===== src/rtl/wave_rom_scheduler.sv =====
// Shares one synchronous-read waveform ROM among NUM_VOICES voices: snapshots addresses on
// sample_strobe, issues one read per enabled voice, tags reads through the ROM latency, publishes all samples at once.
module wave_rom_scheduler #(
  parameter int NUM_VOICES = 3,
  parameter int ADDR_W     = 12,
  parameter int DATA_W     = 8,
  parameter int ROM_LAT    = 1
) (
  input  logic                         clk,
  input  logic                         rst_n,
  input  logic                         sample_strobe,
  input  logic [NUM_VOICES-1:0]        voice_en,
  input  logic [NUM_VOICES*ADDR_W-1:0] voice_addrs,
  output logic                         rom_en,
  output logic [ADDR_W-1:0]            rom_addr,
  input  logic [DATA_W-1:0]            rom_data,
  output logic [NUM_VOICES*DATA_W-1:0] voice_data,
  output logic                         data_valid,
  output logic                         busy,
  output logic [7:0]                   overrun_cnt,
  output logic [1:0]                   state_dbg
);

  localparam int IDX_W = (NUM_VOICES > 1) ? $clog2(NUM_VOICES) : 1;

  typedef enum logic [1:0] {IDLE, ISSUE, DRAIN, DONE} state_t;

  state_t                       state;
  logic [NUM_VOICES-1:0]        pend;
  logic [NUM_VOICES*ADDR_W-1:0] snap_addrs;
  logic [IDX_W-1:0]             cur_idx;
  logic [ROM_LAT-1:0]           tag_v;
  logic [IDX_W-1:0]             tag_idx [ROM_LAT];
  logic [NUM_VOICES*DATA_W-1:0] slots;
  logic [NUM_VOICES*DATA_W-1:0] slots_next;

  logic                  accept;
  logic [NUM_VOICES-1:0] src_mask;
  logic [IDX_W-1:0]      sel_idx;
  logic [NUM_VOICES-1:0] sel_bit;
  logic [ADDR_W-1:0]     sel_addr;
  logic                  in_flight;
  logic                  exit_v;
  logic [IDX_W-1:0]      exit_idx;

  assign state_dbg = state;
  assign accept    = sample_strobe && (state == IDLE || state == DONE);
  assign exit_v    = tag_v[ROM_LAT-1];
  assign exit_idx  = tag_idx[ROM_LAT-1];

  // Lowest-index pending voice; while accepting a strobe the live inputs stand in for the snapshot.
  always_comb begin
    src_mask = accept ? voice_en : pend;
    sel_idx  = '0;
    for (int i = NUM_VOICES - 1; i >= 0; i--) begin
      if (src_mask[i]) sel_idx = IDX_W'(i);
    end
    sel_bit  = NUM_VOICES'(1) << sel_idx;
    sel_addr = accept ? voice_addrs[int'(sel_idx)*ADDR_W +: ADDR_W]
                      : snap_addrs[int'(sel_idx)*ADDR_W +: ADDR_W];
  end

  // A tag in its last stage is leaving this edge, so only earlier stages count as in flight.
  always_comb begin
    in_flight = 1'b0;
    for (int i = 0; i < ROM_LAT - 1; i++) begin
      in_flight = in_flight | tag_v[i];
    end
  end

  // The landing sample is merged here so voice_data can capture it on the same edge.
  always_comb begin
    slots_next = slots;
    if (accept) begin
      slots_next = '0;
    end else if (exit_v) begin
      slots_next[int'(exit_idx)*DATA_W +: DATA_W] = rom_data;
    end
  end

  always_ff @(posedge clk or negedge rst_n) begin
    if (!rst_n) begin
      state       <= IDLE;
      pend        <= '0;
      snap_addrs  <= '0;
      cur_idx     <= '0;
      tag_v       <= '0;
      slots       <= '0;
      rom_en      <= 1'b0;
      rom_addr    <= '0;
      voice_data  <= '0;
      data_valid  <= 1'b0;
      busy        <= 1'b0;
      overrun_cnt <= '0;
      for (int i = 0; i < ROM_LAT; i++) tag_idx[i] <= '0;
    end else begin
      rom_en     <= 1'b0;
      rom_addr   <= '0;
      data_valid <= 1'b0;
      slots      <= slots_next;

      tag_v[0]   <= rom_en;
      tag_idx[0] <= cur_idx;
      for (int i = 1; i < ROM_LAT; i++) begin
        tag_v[i]   <= tag_v[i-1];
        tag_idx[i] <= tag_idx[i-1];
      end

      if (sample_strobe && (state == ISSUE || state == DRAIN) && overrun_cnt != 8'hFF)
        overrun_cnt <= overrun_cnt + 8'd1;

      case (state)
        IDLE, DONE: begin
          if (accept) begin
            snap_addrs <= voice_addrs;
            if (|voice_en) begin
              state    <= ISSUE;
              busy     <= 1'b1;
              rom_en   <= 1'b1;
              rom_addr <= sel_addr;
              cur_idx  <= sel_idx;
              pend     <= voice_en & ~sel_bit;
            end else begin
              state      <= DONE;
              pend       <= '0;
              data_valid <= 1'b1;
              voice_data <= slots_next;
            end
          end else begin
            state <= IDLE;
          end
        end
        ISSUE: begin
          if (|pend) begin
            rom_en   <= 1'b1;
            rom_addr <= sel_addr;
            cur_idx  <= sel_idx;
            pend     <= pend & ~sel_bit;
          end else begin
            state <= DRAIN;
          end
        end
        DRAIN: begin
          if (!in_flight) begin
            state      <= DONE;
            busy       <= 1'b0;
            data_valid <= 1'b1;
            voice_data <= slots_next;
          end
        end
        default: state <= IDLE;
      endcase
    end
  end

endmodule


===== config.mk =====
export PLATFORM = sky130hd
export DESIGN_NAME = wave_rom_scheduler
export DESIGN_NICKNAME = d
export VERILOG_FILES = /design/src/rtl/wave_rom_scheduler.sv
export SDC_FILE = /design/constraint.sdc
export NUM_CORES = 1
export LEC_CHECK = 0
export BUFFER_PORTS_ARGS = -buffer_cell sky130_fd_sc_hd__clkbuf_2
export CAP_MARGIN = 20
export CORE_MARGIN = 4
export CORE_UTILIZATION = 40
export DETAILED_ROUTE_END_ITERATION = 16
export PLACE_DENSITY = 0.72
export SLEW_MARGIN = 20
export SYNTH_ARGS = -nofsm -noshare
export SYNTH_HDL_FRONTEND = slang
export SYNTH_SLANG_ARGS = --single-unit

===== constraint.sdc =====
create_clock -name clk -period 2.3 [get_ports clk]
set_input_delay 0.23 -clock clk [delete_from_list [all_inputs] [get_ports clk]]
set_output_delay 0.23 -clock clk [all_outputs]
set_load 0.05 [all_outputs]

==> results of run 1 <==
## state kept, by name, summed over array words and instances, names as in the netlist
name         flops
pend             3
exit_v           1
exit_idx         2
state_dbg        2
overrun_cnt      8
voice_data      24
rom_addr        12
cur_idx          2
data_valid       1
rom_en           1
snap_addrs      36
busy             1
slots           24
## logic make-up (layout without fill, tap and decap cells)
group           Yosys count  after routing  share of synthesized area
mux                      56             56                      0.128
xor+xnor                  4              4                    0.00716
fa+ha+maj                 8              8                     0.0205
buf+inv                  27            150                     0.0361
flops                   117            117                      0.599
compound gates           81             81                      0.110
simple gates            101            101                     0.0998
## stage by stage
step,instances,setup WS (ns),total power (W),util
after floorplan,394,0.0253,0.00604,-
after global placement,632,0.130,0.00675,0.461
after CTS,664,0.0272,0.00939,0.508
after detailed placement,632,0.00775,0.00691,0.461
final,664,0.198,0.00930,0.509
after global routing,664,0.0293,0.00990,0.509
## layer usage
layer  global-route usage  wire length, um
met1                0.217             4840
met4               0.0536              146
met2                0.264             5300
met5                    0                0
met3               0.0679              969
## repair_timing
item | in CTS | in global routing
hold buffers | 1 | 0
pin swaps | 0 | 0
hold endpoints to repair | 32 | 0
endpoints found under the setup margin | 4 | 13
resized for setup | 1 | 4
## worst max-delay path: stages, from the launching register on
cell and delay, ns:
dfrtp_1 0.41, inv_1 0.07, ha_2 0.37, and2_4 0.27
buf_8 0.22, mux2_2 0.37, mux2i_1 0.17, o21ai_1 0.08
## power by group
group | total, W | switching (W) | internal, W
Sequential | 0.00306 | 0.000325 | 0.00274
Clock | 0.00241 | 0.000843 | 0.00156
Combinational | 0.00383 | 0.00245 | 0.00138
## synth_stat cells, types with 7 or more instances
cell type,number,area (um2)
inv_1,7,26.3
a32oi_1,8,70.1
o21ai_1,12,60.1
ha_1,8,100
nor2_1,33,124
a22oi_1,16,120
dfrtp_1,117,2930
nand2_1,35,131
mux2_2,39,439
nand4_1,12,75.1
o21ai_0,25,125
mux2i_1,15,150
## path summary, 6_finish.rpt
kind                            startpoint  depth (start not counted)             end  slack (ns)
min in group asynchronous            rst_n                          2   voice_data[5]        0.33
hold / removal             voice_addrs[20]                          2  snap_addrs[20]        0.07
hold reg to reg                     rom_en                          0          exit_v        0.37
setup / recovery              state_dbg[0]                          7     rom_addr[4]        0.20
max in group asynchronous            rst_n                          3        slots[2]        1.23
setup reg to reg              state_dbg[0]                          7     rom_addr[4]        0.20
## layout make-up
cell class                      count  area, um2  share of cell area
Sequential cell                   117       2930               0.479
Multi-Input combinational cell    250       1800               0.294
Timing Repair Buffer              111        626               0.102
Clock buffer                       28        537              0.0878
Tap cell                          147        184              0.0301
Inverter                            8       30.0             0.00491
Clock inverter                      3       15.0             0.00245
==> impl_metrics.py, run 1 <==
metrics = {
    "routing": {
        "vias": 3496,
        "wl_mm": 11.3,
        "drt_pass1_iterations": 4,
        "via_per_inst": 5.27,
        "detail_route.wl_per_cell_um": 16.9,
        "drc": 0,
        "drtAntennaViolNets": 0,
        "drt_iter0_drc": 256,
    },
    "finish": {
        "mostFrequentLayoutCells": "dfrtp_1 (117), clkbuf_2 (97), mux2_2 (39), nand2_1 (35), nor2_1 (33)",
        "antenna_cells": 0,
        "final_area_um2": 6120,
        "fillCellCount": 1050,
        "layout.cells.most_common": "dfrtp_1",
        "finalNetCount": 563,
        "syn2layout_area_growth_pct": 25.0,
        "drive_above_1_share": 0.368,
    },
    "power": {
        "power.leakage_nw": 2.94,
        "power_density_nw_per_um2": 1520,
        "ir_drop_uv": 687,
    },
    "worst_setup_path": {
        "critPathKind": "register to register",
        "critPathRequiredTime_ns": 2.58,
        "worstPathMaxFanout": 20,
        "cp.arrival_ns": 2.38,
        "setup.worst_path.end_class": "register",
        "startpoint_type": "register",
    },
    "clock_network": {
        "cts.clk_slew.worst_paths_ns": 0.05,
        "clockRootBuffer": "clkbuf_16",
        "clock_latency_ns": 0.41,
        "clock_path_buffers": 2,
        "cts_sinks": 117,
        "htree_levels": 4,
        "numCtsBuffers": 17,
        "cts_tree": "done",
        "postCtsSetupBuffers": 0,
    },
    "floorplanning": {
        "rows": 40,
        "die_h_um": 119,
        "core_area_um2": 12000,
        "start_util": 0.407,
        "fp.dieArea_um2": 14100,
        "die_w_um": 119,
        "boundaryPins": 99,
    },
    "timing": {
        "setup_viol": 0,
        "finalCritPeriodShare": 0.914,
        "final.min_clock_period_ns": 2.10,
        "worst_pin_slew_ns": 0.675,
        "rsz0062_at_grt": "false",
        "timing_max_transition_violations_final": 0,
        "clock.fmax_mhz": 476,
        "finalClockSkew_ns": 0.00378,
        "fin_hold_ws_ns": 0.0658,
        "final_hold_viol_count": 0,
        "slew_headroom": 0.549,
        "finalSetupTns_ns": 0,
    },
    "place": {
        "dp_hpwl_mm": 7.73,
        "place.gp.congestion": 0.744,
        "post_dp_cell_area_um2": 5540,
        "io_buffers": 98,
    },
    "min_path": {
        "hold_class": "primary input to register",
    },
    "status": {
        "status": "completed",
    },
    "grt": {
        "antenna_found_initial": 0,
        "grt_pass1_vias": 3631,
        "grt_max_degree": 57,
        "grt.overflow.total": 0,
        "grt_use_total": 0.169,
        "grt_first_pass_wirelength_mm": 18.9,
    },
    "logic_synthesis": {
        "synth_fp_nets": 452,
        "syn_area_um2": 4890,
        "syn-mean-instance-area_um2": 12.4,
        "ys.flop_type": "dfrtp_1",
        "ys_ff_latch": 117,
        "async_flop_share": 1.00,
        "yosysWarnings": 0,
        "synth-edff-count": 0,
        "syn_inst": 394,
        "synth_cell_types": 47,
        "ys_seq_area_frac": 0.599,
    },
    "job": {
        "drv_cap": 0,
    },
}
(Power assumes the default switching activity.)
==> run 2: changes to the inputs <==
- clock period: 2.3 -> 2.1 ns (I/O delays scaled with it)
==> run 2 against run 1 <==
Compared with the run above:
- routed wire length is 0.38% lower
- setup slack worse by 0.073 ns
- non-clock buffer count is 3 higher
- sequential power is 9.8% higher
- global-route usage is 0.47 points lower
- hold slack worse by 0.016 ns
- fmax is 6.4% higher
- cell count is 0.60% higher
- core utilization is 0.71 points higher
- critical path depth is 1 lower
- register-to-register slack worse by 0.07 ns
- largest power group unchanged
- highest routed layer unchanged
==> impl_metrics.py, run 2 (same netlist as run 1, synthesis figures left out) <==
metrics = {
    "power": {
        "power_density_nw_per_um2": 1710,
        "ir_drop_uv": 1070,
        "power.leakage_nw": 2.97,
    },
    "timing": {
        "final_hold_viol_count": 0,
        "setup_viol": 0,
        "clock.fmax_mhz": 506,
        "finalSetupTns_ns": 0,
        "worst_pin_slew_ns": 0.694,
        "final.min_clock_period_ns": 1.98,
        "finalClockSkew_ns": 0.00567,
        "finalCritPeriodShare": 0.941,
        "timing_max_transition_violations_final": 0,
        "rsz0062_at_grt": "false",
        "slew_headroom": 0.534,
    },
    "worst_setup_path": {
        "critPathKind": "register to register",
        "path_buf_inv": 1,
        "worstPathMaxFanout": 24,
        "critPathRequiredTime_ns": 2.37,
        "slowest_delay_ns": 0.44,
        "slowest_stage": "dfrtp_2",
        "path_cells": "ha_4 -> and2_4 -> buf_12 -> mux2_2 -> mux2i_1 -> o21ai_1",
        "setup.worst_path.end_class": "register",
        "cp_top_family": "multiplexers",
        "startpoint_type": "register",
        "cp.arrival_ns": 2.25,
    },
    "routing": {
        "wl_mm": 11.2,
        "drt_pass1_iterations": 5,
        "drc": 0,
        "drt_iter0_drc": 274,
        "drtAntennaViolNets": 0,
        "vias": 3525,
        "detail_route.wl_per_cell_um": 16.8,
        "via_per_inst": 5.28,
    },
    "floorplanning": {
        "start_util": 0.407,
        "die_w_um": 119,
        "boundaryPins": 99,
        "core_area_um2": 12000,
        "rows": 40,
        "die_h_um": 119,
        "fp.dieArea_um2": 14100,
    },
    "clock_network": {
        "cts_tree": "done",
        "clock_latency_ns": 0.40,
        "htree_levels": 4,
        "numCtsBuffers": 17,
        "cts_sinks": 117,
        "cts.clk_slew.worst_paths_ns": 0.05,
        "clockRootBuffer": "clkbuf_16",
        "clock_path_buffers": 2,
    },
    "finish": {
        "antenna_cells": 0,
        "multiInputGateArea_um2": 1810,
        "fillCellCount": 1048,
        "layout.cells.most_common": "dfrtp_1",
        "final_util": 0.516,
        "syn2layout_area_growth_pct": 26.8,
        "largestRegisters": "snap_addrs x36, slots x24, voice_data x24",
        "drive_above_1_share": 0.376,
        "largest_register": "snap_addrs",
        "mostFrequentLayoutCells": "dfrtp_1 (115), clkbuf_2 (97), mux2_2 (39), nand2_1 (35), nor2_1 (33)",
        "area.sequential_um2": 2930,
        "finalNetCount": 566,
        "largest_reg_flops": 36,
    },
    "grt": {
        "grt_pass1_vias": 3685,
        "grt_max_degree": 118,
        "grt.overflow.total": 0,
        "grt_first_pass_wirelength_mm": 18.5,
        "grt_use_total": 0.165,
        "antenna_found_initial": 0,
    },
    "place": {
        "dp_hpwl_mm": 7.48,
        "place.gp.congestion": 0.774,
        "io_buffers": 98,
    },
    "job": {
        "drv_cap": 0,
    },
    "min_path": {
        "hold_class": "primary input to register",
    },
    "status": {
        "status": "completed",
    },
}
run 2: cell types whose count changed in the layout (fill, tap and decap cells not counted):
cell	before	now
ha_4	0	1
buf_4	10	14
dfrtp_1	117	115
clkinv_2	3	4
bufinv_16	0	4
dfrtp_2	0	2
clkbuf_8	7	1
ha_2	1	0
clkinvlp_4	0	2
buf_8	1	0
run 2: path summary, 6_finish.rpt:
path                            startpoint        endpoint  slack [ns]  cells after the start
max reg2reg                   state_dbg[1]    rom_addr[11]        0.12                      6
max                           state_dbg[1]    rom_addr[11]        0.12                      6
min in group asynchronous            rst_n  voice_data[10]        0.40                      3
max in group asynchronous            rst_n    state_dbg[1]        1.15                      3
min reg2reg                     cur_idx[1]     exit_idx[1]        0.37                      0
min                        voice_addrs[20]  snap_addrs[20]        0.05                      2
run 2: power by group:
part	switching, W	internal (W)
logic	0.00272	0.00157
clock network	0.000951	0.00200
registers	0.000356	0.00300
run 2: worst register-to-register path, delay by kind of cell (launching register included):
kind | cells | cell delay, ns
and+or+nand+nor | 1 | 0.21
DFF | 1 | 0.44
buffers and inverters | 1 | 0.19
muxes | 2 | 0.58
adders and majority gates | 1 | 0.33
AOI/OAI and AO/OA | 1 | 0.09
run 2: layer usage:
| layer | wire (um) | GRT usage | part of all wire |
|---|---|---|---|
| met5 | 0 | 0 | 0 |
| met3 | 773 | 0.0641 | 0.069 |
| met4 | 69 | 0.0463 | 0.0062 |
| met1 | 4870 | 0.206 | 0.43 |
| met2 | 5490 | 0.267 | 0.49 |
run 2: cell type report:
type,instances,share of cell area
Multi-Input combinational cell,250,0.291
Clock buffer,22,0.0732
Clock inverter,10,0.0250
Timing Repair Buffer,114,0.103
Inverter,8,0.00484
Sequential cell,117,0.473
Tap cell,147,0.0297
run 2: timing repair:
| action | CTS | global route |
|---|---|---|
| pin swaps | 0 | 0 |
| endpoints found under the hold margin | 117 | 0 |
| hold buffers | 1 | 0 |
| gates cloned | 0 | 0 |
| setup buffers | 0 | 0 |
| resized for setup | 3 | 1 |
| setup endpoints to repair | 36 | 7 |
run 2: through the flow:
stage	area [um2]	worst slack (ns)	hold slack [ns]	cells	total power (W)
floorplan	4890	0.000106	-0.0856	394	0.00662
global placement	5560	-0.00377	0.336	635	0.00744
detailed placement	5560	-0.117	0.347	635	0.00761
CTS	6190	0.0220	0.0306	668	0.0107
global route	6200	0.0288	0.0330	668	0.0112
finish	6200	0.125	0.0497	668	0.0106
